===== src/rtl/mux2x1_rr_arbiter.sv =====
// mux2x1_rr_arbiter: round-robin, burst-limited owner of a 2:1 mux with a valid/ready output.
module mux2x1_rr_arbiter #(
    parameter int WIDTH     = 8,
    parameter int MAX_BURST = 4
) (
    input  logic             clk,
    input  logic             rst,
    input  logic             req1,
    input  logic [WIDTH-1:0] in1,
    output logic             gnt1,
    input  logic             req2,
    input  logic [WIDTH-1:0] in2,
    output logic             gnt2,
    output logic             s,
    output logic [WIDTH-1:0] out,
    output logic             out_valid,
    input  logic             out_ready
);
    localparam int BW = $clog2(MAX_BURST + 1);
    typedef enum logic [1:0] {IDLE, SERVE1, SERVE2} state_t;
    state_t        state, state_nxt;
    logic          last2, last2_nxt;
    logic [BW-1:0] bcnt, bcnt_nxt, bcnt_inc;
    logic          xfer, bdone, entering;
    assign out       = s ? in2 : in1;
    assign out_valid = (gnt1 & req1) | (gnt2 & req2);
    always_comb begin
        xfer      = out_valid & out_ready;
        bcnt_inc  = bcnt + 1'b1;
        bdone     = xfer && (bcnt_inc == BW'(MAX_BURST));
        state_nxt = IDLE;
        case (state)
            IDLE:    state_nxt = (req1 && (!req2 || last2)) ? SERVE1 : req2 ? SERVE2 : IDLE;
            SERVE1:  state_nxt = (!req1 || bdone) ? (req2 ? SERVE2 : req1 ? SERVE1 : IDLE) : SERVE1;
            SERVE2:  state_nxt = (!req2 || bdone) ? (req1 ? SERVE1 : req2 ? SERVE2 : IDLE) : SERVE2;
            default: state_nxt = IDLE;
        endcase
        // a burst that ends with nobody waiting restarts the count in place
        entering  = (state_nxt != state) && (state_nxt != IDLE);
        bcnt_nxt  = (entering || bdone || state_nxt == IDLE) ? '0 : xfer ? bcnt_inc : bcnt;
        last2_nxt = entering ? (state_nxt == SERVE2) : last2;
    end
    always_ff @(posedge clk) begin
        if (rst) begin
            state <= IDLE;
            last2 <= 1'b1;
            bcnt  <= '0;
            gnt1  <= 1'b0;
            gnt2  <= 1'b0;
            s     <= 1'b0;
        end else begin
            state <= state_nxt;
            last2 <= last2_nxt;
            bcnt  <= bcnt_nxt;
            gnt1  <= state_nxt == SERVE1;
            gnt2  <= state_nxt == SERVE2;
            s     <= state_nxt == SERVE2;
        end
    end
endmodule

===== config.mk =====
export PLATFORM = sky130hd
export DESIGN_NAME = mux2x1_rr_arbiter
export DESIGN_NICKNAME = d
export VERILOG_FILES = /design/src/rtl/mux2x1_rr_arbiter.sv
export SDC_FILE = /design/constraint.sdc
export NUM_CORES = 1
export LEC_CHECK = 0
export ABC_AREA = 1
export ABC_CLOCK_PERIOD_IN_PS = 2380
export BUFFER_PORTS_ARGS = -buffer_cell sky130_fd_sc_hd__clkbuf_2
export CORE_UTILIZATION = 35
export DETAILED_ROUTE_END_ITERATION = 8
export PLACE_DENSITY = 0.74
export SYNTH_ARGS = -nofsm -noshare
export SYNTH_HDL_FRONTEND = slang
export SYNTH_SLANG_ARGS = --single-unit

===== constraint.sdc =====
create_clock -name clk -period 2.38 [get_ports clk]
set_clock_uncertainty 0.2 [all_clocks]
set_input_delay 0.476 -clock clk [delete_from_list [all_inputs] [get_ports clk]]
set_output_delay 0.476 -clock clk [all_outputs]
set_load 0.01 [all_outputs]

# Word-level counts from Yosys, hierarchy flattened
# Cells that the tools add are included.
[classes] n_addsub=1 n_eq_ne=6 n_mux=9 bitwise=4 n_reduce_logical=14
[op_table] cell="2-bit 2-to-1 mux" count=6
[op_table] cell="8-bit 2-to-1 mux" count=1
[op_table] cell="2-bit case mux with 3 select lines" count=1
[op_table] cell="1-bit logical OR" count=5
[op_table] cell="2-bit by 1-bit equality test with 1-bit output, second input constant" count=2
[op_table] cell="2-bit equality test, second input constant" count=2
[op_table] cell="2-bit zero test" count=2
[op_table] cell="3-bit by 1-bit adder with 3-bit output, second input constant" count=1
[op_table] cell="1-bit AND" count=3
[op_table] cell="3-bit equality test, second input constant" count=1
[op_table] cell="1-bit logical AND" count=3
[op_table] cell="1-bit zero test" count=2
[op_table] cell="2-bit != test" count=1
[op_table] cell="2-bit nonzero test" count=1
[op_table] cell="2-bit OR reduction" count=1
[op_table] cell="1-bit 2-to-1 mux" count=1
[op_table] cell="1-bit OR" count=1
[totals] reg_bits=8 input_bits=21 out_inout_bits=12

# Logic depth before layout (Yosys ltp)
# Gate-level depths: netlist of the first run.
[depth] word_depth=12 depth_mapped=13 depth_no_buf=13

# Worst setup path after synthesis of the first run
# OpenSTA, ideal clock, no wires.
[synth_path] kind="register to register" start="register, netlist name s" end="register bcnt[1]" setup_time_ps=116 arrival_time_ps=1374 required_time_ps=2064 setup_slack_ps=690 stages_incl_launch_ff=13 period_less_slack_ps=1690 path_cell_list="dfxtp_1 buf_6 nand2_4 nand2_4 nand2_4 o21ai_1 nand2_1 nand2_1 nand3_2 nand2_1 o21ai_2 nand2_2 nor2_1"
[synth_lines] item="end signal: assignment" line_no="54" text="bcnt <= bcnt_nxt;"
[synth_lines] item="end: declaration" line_no="23" text="logic [BW-1:0] bcnt, bcnt_nxt, bcnt_inc;"

# Worst setup path in the final report of the first run
[layout_path] start="register s" end="output out[3]"
[layout_between] elab_chain_len=1
[layout_rtl] item="start: declaration" line_no="14" text="output logic s,"
[layout_rtl] item="start signal: assignment" line_no="50" text="s <= 1'b0;"
[layout_rtl] item="start signal: assignment" line_no="57" text="s <= state_nxt == SERVE2;"
[layout_rtl] item="8-bit 2-to-1 mux" line_no="25" text="assign out = s ? in2 : in1;"
[layout_rtl] item="end: declaration" line_no="15" text="output logic [WIDTH-1:0] out,"
# No other way between the ends.

==> impl_metrics.tcl, run 1 <==
set metrics [dict create \
    rsz_0062_raised_after_global_routing "false" \
    globalRouteOverflowTotal 0 \
    combPwrFrac_pct 33.6 \
    peakVddDrop_mv 0.329 \
    drc 0 \
    antenna_found_initial 0 \
    synth_nets 96 \
    wire_length_of_the_first_global_routing_pass_mm 2.00 \
    power.internal_w 0.000263 \
    root_buffer "clkbuf_4" \
    timing.critical_path.slowest_cell_delay_ns 0.61 \
    routed_wirelength_mm 1.12 \
    netlist_top_cells_area "dfxtp_1 (27%), mux2_2 (15%), nand2_1 (7.6%), nand2_4 (5.7%), nand3_2 (5.1%)" \
    cp-startpoint "s" \
    clockBufferDepth 2 \
    cp_max_fo 11 \
    worstPathCellList "mux2_2 > clkbuf_2" \
    num-fill-cells 159 \
    synth_top_area_share_pct 27.1 \
    final_core_util_pct 50.3 \
    groute.usage.overall_pct 14.0 \
    cts_htree_levels 1 \
    count_of_nets_after_finishing 131 \
    fp-row-count 14 \
    status "completed" \
    cts_sinks 8 \
    slew-limit-headroom_pct 67.9 \
    r2r_start "s" \
    total_leakage_power_nw 0.420 \
    place_congestion 0.884 \
    critPathArrivalTime_ns 1.37 \
    seq_area_um2 160 \
    clock_latency_late_sink_ns 0.25 \
    cp.required_ns 1.70 \
    grt_pass1_vias 554 \
    floorplan.core_area_um2 1540 \
    finalCritPeriodShare_pct 86.1 \
    via_count 598 \
    syn-instance-count 73 \
    tritoncts "yes" \
    max-cap-violations 0 \
    synthesis.area_um2 592 \
    worst-r2r-cell-count 11 \
    total_power_after_layout_w 0.000383 \
    post_cts_resized 0 \
    initial_core_util_pct 38.4 \
    place_area_um2 753 \
    relative_contribution_of_the_clock_network_to_total_power_pct 25.7 \
    final_max_slew_viol_count 0 \
    drtAntennaViolNets 0 \
    crit_slowest_cell "dfxtp_1" \
    path_depth 2 \
    totalNegativeSetupSlack_ns 0 \
    cts.reportedPaths.clkPinSlew_ns 0.05 \
    layout-drive-gt1-share_pct 52.8 \
    yosysWarnings 0 \
    number_of_different_library_cells_in_the_post_synthesis_netlist 21 \
    worst-r2r-setup-slack_ns 0.47 \
    switching_power_w 0.000120 \
    drtPass1Iterations 4 \
    timing.critical_path.buf_inv 1 \
    place_hpwl_um 979 \
    worst-setup-path-type "reg -> out" \
    io_pins 33 \
    syn_avg_cell_area_um2 8.11 \
    achievable-frequency_mhz 488 \
    critical_path.endpoint "out[3]" \
    die_width_um 43.1 \
    cts_made_buffers 3 \
    detail_route.wl_per_cell_um 9.17 \
    power_density_nw_per_um2 494 \
    globalRouteMet1Util_pct 14.8 \
    hold_path_class "in -> reg" \
    final_common_cell "clkbuf_2" \
    max_slew.worst_pin.slew_ns 0.480 \
    stdcell_area_um2 776 \
    cp-end-kind "primary output" \
    gr-usage-met3_pct 2.98 \
    syn2layout_area_growth_pct 31.1 \
    power_switching_share_pct 31.3 \
    share_of_the_yosys_chip_area_belonging_to_registers_pct 27.1 \
    final_cell_mix "clkbuf_2 (32), nand2_1 (12)" \
    drt-initial-drc-count 7 \
    fp.dieArea_um2 1860 \
    grt_most_used_layer "met2" \
    die-height_um 43.1 \
    antenna-diode-count 0 \
    postSynthRegisterBits 8 \
    post_cts.repair.setup_buffers 0 \
    timing.final.setup_violations 0 \
    cpLargestDelayFamily "flip-flops" \
    multi_input_gate_area_um2 383 \
    numPortBuffers 32 \
    count_of_final_hold_check_violations 0 \
    share_seq_of_total_power_pct 40.7 \
    grtUsageMet2_pct 25.4 \
    reg2reg_to "bcnt[1]" \
    period_needed_ns 2.05 \
    setup.worst_path.start_class "register" \
    number_of_hold_buffers_added_after_cts 0 \
    yosys.area.top_type "dfxtp_1" \
    avgViaCountPerCell 4.90 \
    largest_net_degree_at_the_start_of_global_routing 12 \
]
## cell type report
cell class | count | share of cell area, %
repair buffers | 32 | 20.6
clock buffers | 3 | 2.90
multi-input cells | 55 | 49.4
flip-flops and latches | 8 | 20.6
inverters | 8 | 3.87
well taps | 16 | 2.58
## power by group through the flow
stage / sequential [W] / combinational (W) / clock, W
global placement: 0.000159 / 0.000128 / 0
floorplan: 0.000155 / 0.0000922 / 0
finish: 0.000156 / 0.000129 / 0.0000986
global route: 0.000159 / 0.000143 / 0.000115
CTS: 0.000156 / 0.000130 / 0.000105
detailed placement: 0.000159 / 0.000130 / 0
## worst min path at each step
stage                          end  cells after the start  start  slack, ns
after floorplan              last2                      2  last2       0.25
after global placement       last2                      2  last2       0.29
after detailed placement     last2                      2  last2       0.28
after CTS                 state[1]                      2    rst       0.24
after global routing      state[1]                      2    rst       0.25
final                     state[1]                      2    rst       0.24
## state kept, by name, summed over array words and instances (netlist names)
signal	cells
last2	1
state	2
bcnt	3
gnt1	1
s	1
## logic make-up after synthesis
family	Yosys count	synth area share, %
AO/OA/AOI/OAI	6	5.71
XOR/XNOR	1	1.48
adder cells (fa/ha/maj)	2	4.23
buffers and inverters	10	8.25
flip-flops	8	27.1
multiplexers	9	16.9
AND/OR/NAND/NOR	37	36.4
## layer usage
layer  vias to the layer above  part of all wire [%]
li1                        307                     -
met1                       257                    40
met2                        32                    48
met3                         2                    11
met4                         0                  0.45
met5                         -                     0
## synth_stat cells
master,count
nand2_1,12
dfxtp_1,8
inv_1,8
mux2_2,8
nor2_1,8
nand3_1,4
nand2_2,3
nand2_4,3
nand3_2,3
a21oi_1,2
ha_1,2
nor2_2,2
o21ai_1,2
buf_4,1
buf_6,1
mux2i_1,1
nand3_4,1
nand3b_1,1
o21ai_0,1
o21ai_2,1
xor2_1,1
## through the flow
stage               setup slack, ns  hold slack [ns]  std cells
finish                        0.330            0.243        122
floorplan                     0.690            0.250         73
global placement              0.467            0.290        119
detailed placement            0.432            0.283        119
global route                  0.234            0.246        122
CTS                           0.279            0.235        122
Note: power is estimated with default switching activity, not from simulation.
==> run 2: changes to the inputs <==
--- a/config.mk
+++ b/config.mk
@@ -11,6 +11,7 @@
 export CORE_UTILIZATION = 35
 export DETAILED_ROUTE_END_ITERATION = 8
 export PLACE_DENSITY = 0.74
+export REMOVE_ABC_BUFFERS = 1
 export SYNTH_ARGS = -nofsm -noshare
 export SYNTH_HDL_FRONTEND = slang
 export SYNTH_SLANG_ARGS = --single-unit
==> impl_metrics.tcl, run 2 (synthesis gave the netlist of run 1 again) <==
set metrics [dict create \
    status "completed" \
    count_of_nets_after_finishing 131 \
    die_width_um 43.1 \
    number_of_hold_buffers_added_after_cts 0 \
    layout-drive-gt1-share_pct 52.8 \
    worst-r2r-cell-count 12 \
    hold-path-cell-count 2 \
    post_layout_nonfiller_instances 122 \
    cp.required_ns 1.70 \
    via_count 589 \
    clockBufferDepth 2 \
    grt_pass1_vias 491 \
    seq_area_um2 160 \
    worst-r2r-setup-slack_ns 0.43 \
    final_cell_mix "clkbuf_2 (32), nand2_1 (12)" \
    post_cts_resized 0 \
    worstPathCellList "mux2_2 > clkbuf_2" \
    routed_wirelength_mm 1.21 \
    fp-row-count 14 \
    cp-end-kind "primary output" \
    final_max_slew_viol_count 0 \
    cts_made_buffers 3 \
    drtPass1Iterations 2 \
    place_hpwl_mm 1.06 \
    floorplan.core_area_um2 1540 \
    peakVddDrop_mv 0.351 \
    numPortBuffers 32 \
    cp_max_fo 11 \
    crit_slowest_cell "dfxtp_1" \
    cts_sinks 8 \
    antenna-diode-count 0 \
    final_core_util_pct 50.3 \
    max-cap-violations 0 \
    path_depth 2 \
    cts_htree_levels 1 \
    period_needed_ns 2.09 \
    detail_route.wl_per_cell_um 9.91 \
    avgViaCountPerCell 4.83 \
    multi_input_gate_area_um2 383 \
    tritoncts "yes" \
    fp.dieArea_um2 1860 \
    io_pins 33 \
    drc 0 \
    cpLargestDelayFamily "flip-flops" \
    timing.final.setup_violations 0 \
    num-fill-cells 151 \
    largest_net_degree_at_the_start_of_global_routing 12 \
    finalCritPeriodShare_pct 87.8 \
    worst-setup-path-type "reg -> out" \
    largest_reg_flops 3 \
    top_regs "bcnt: 3 flops, state: 2 flops" \
    placed_cells_incl_taps 119 \
    max_slew.worst_pin.slew_ns 0.503 \
    die-height_um 43.1 \
    timing.critical_path.slowest_cell_delay_ns 0.63 \
    cts.reportedPaths.clkPinSlew_ns 0.05 \
    root_buffer "clkbuf_4" \
    clock_latency_late_sink_ns 0.25 \
    post_cts.repair.setup_buffers 0 \
    initial_core_util_pct 38.4 \
    groute.usage.overall_pct 14.5 \
    setup.worst_path.start_class "register" \
    count_of_final_hold_check_violations 0 \
    globalRouteOverflowTotal 0 \
    syn2layout_area_growth_pct 31.1 \
    rsz_0062_raised_after_global_routing "false" \
    slew-limit-headroom_pct 66.4 \
    final_common_cell "clkbuf_2" \
    power_density_nw_per_um2 501 \
    drt-initial-drc-count 8 \
    antenna_found_initial 0 \
    fin_hold_ws_ns 0.239 \
    max_flop_register "bcnt" \
    hold_path_class "in -> reg" \
    total_leakage_power_nw 0.420 \
    critPathArrivalTime_ns 1.41 \
    drtAntennaViolNets 0 \
    timing.critical_path.buf_inv 1 \
    totalNegativeSetupSlack_ns 0 \
    wire_length_of_the_first_global_routing_pass_mm 1.91 \
    achievable-frequency_mhz 479 \
    place_congestion 0.820 \
]
run 2: cell counts in the layout (fill, tap and decap cells not counted):
Identical to the previous run, type by type.
run 2: worst paths after layout:
path | start | end
worst max-delay path | s | out[2]
worst min-delay path | rst | s
worst max register to register | s | bcnt[0]
worst min register to register | last2 | last2
run 2: power by group:
| group | switching, W | leakage (nW) | internal, W |
|---|---|---|---|
| combinational | 0.0000691 | 0.340 | 0.0000611 |
| clock | 0.0000441 | 0.0138 | 0.0000576 |
| sequential | 0.0000118 | 0.0655 | 0.000145 |
run 2: area by class of cell:
type / instances / area share [%]
clock buffer: 3 / 2.90
inverter: 8 / 3.87
multi-input combinational: 55 / 49.4
timing repair buffer: 32 / 20.6
sequential: 8 / 20.6
tap: 16 / 2.58
run 2: through the flow:
| step | area (um2) | total power (W) | setup WS [ns] |
|---|---|---|---|
| global route | 776 | 0.000418 | 0.217 |
| finish | 776 | 0.000389 | 0.291 |
| global placement | 753 | 0.000286 | 0.519 |
| detailed placement | 753 | 0.000291 | 0.442 |
| CTS | 776 | 0.000394 | 0.278 |
| floorplan | 573 | 0.000242 | 0.552 |
run 2: metal layers:
metal  wire length, um  GRT usage, %  vias up
li1                  -             -      301
met1               499          16.3      250
met2               568          23.0       33
met3               102          2.55        5
met4                38          12.7        0
met5                 0             0        -
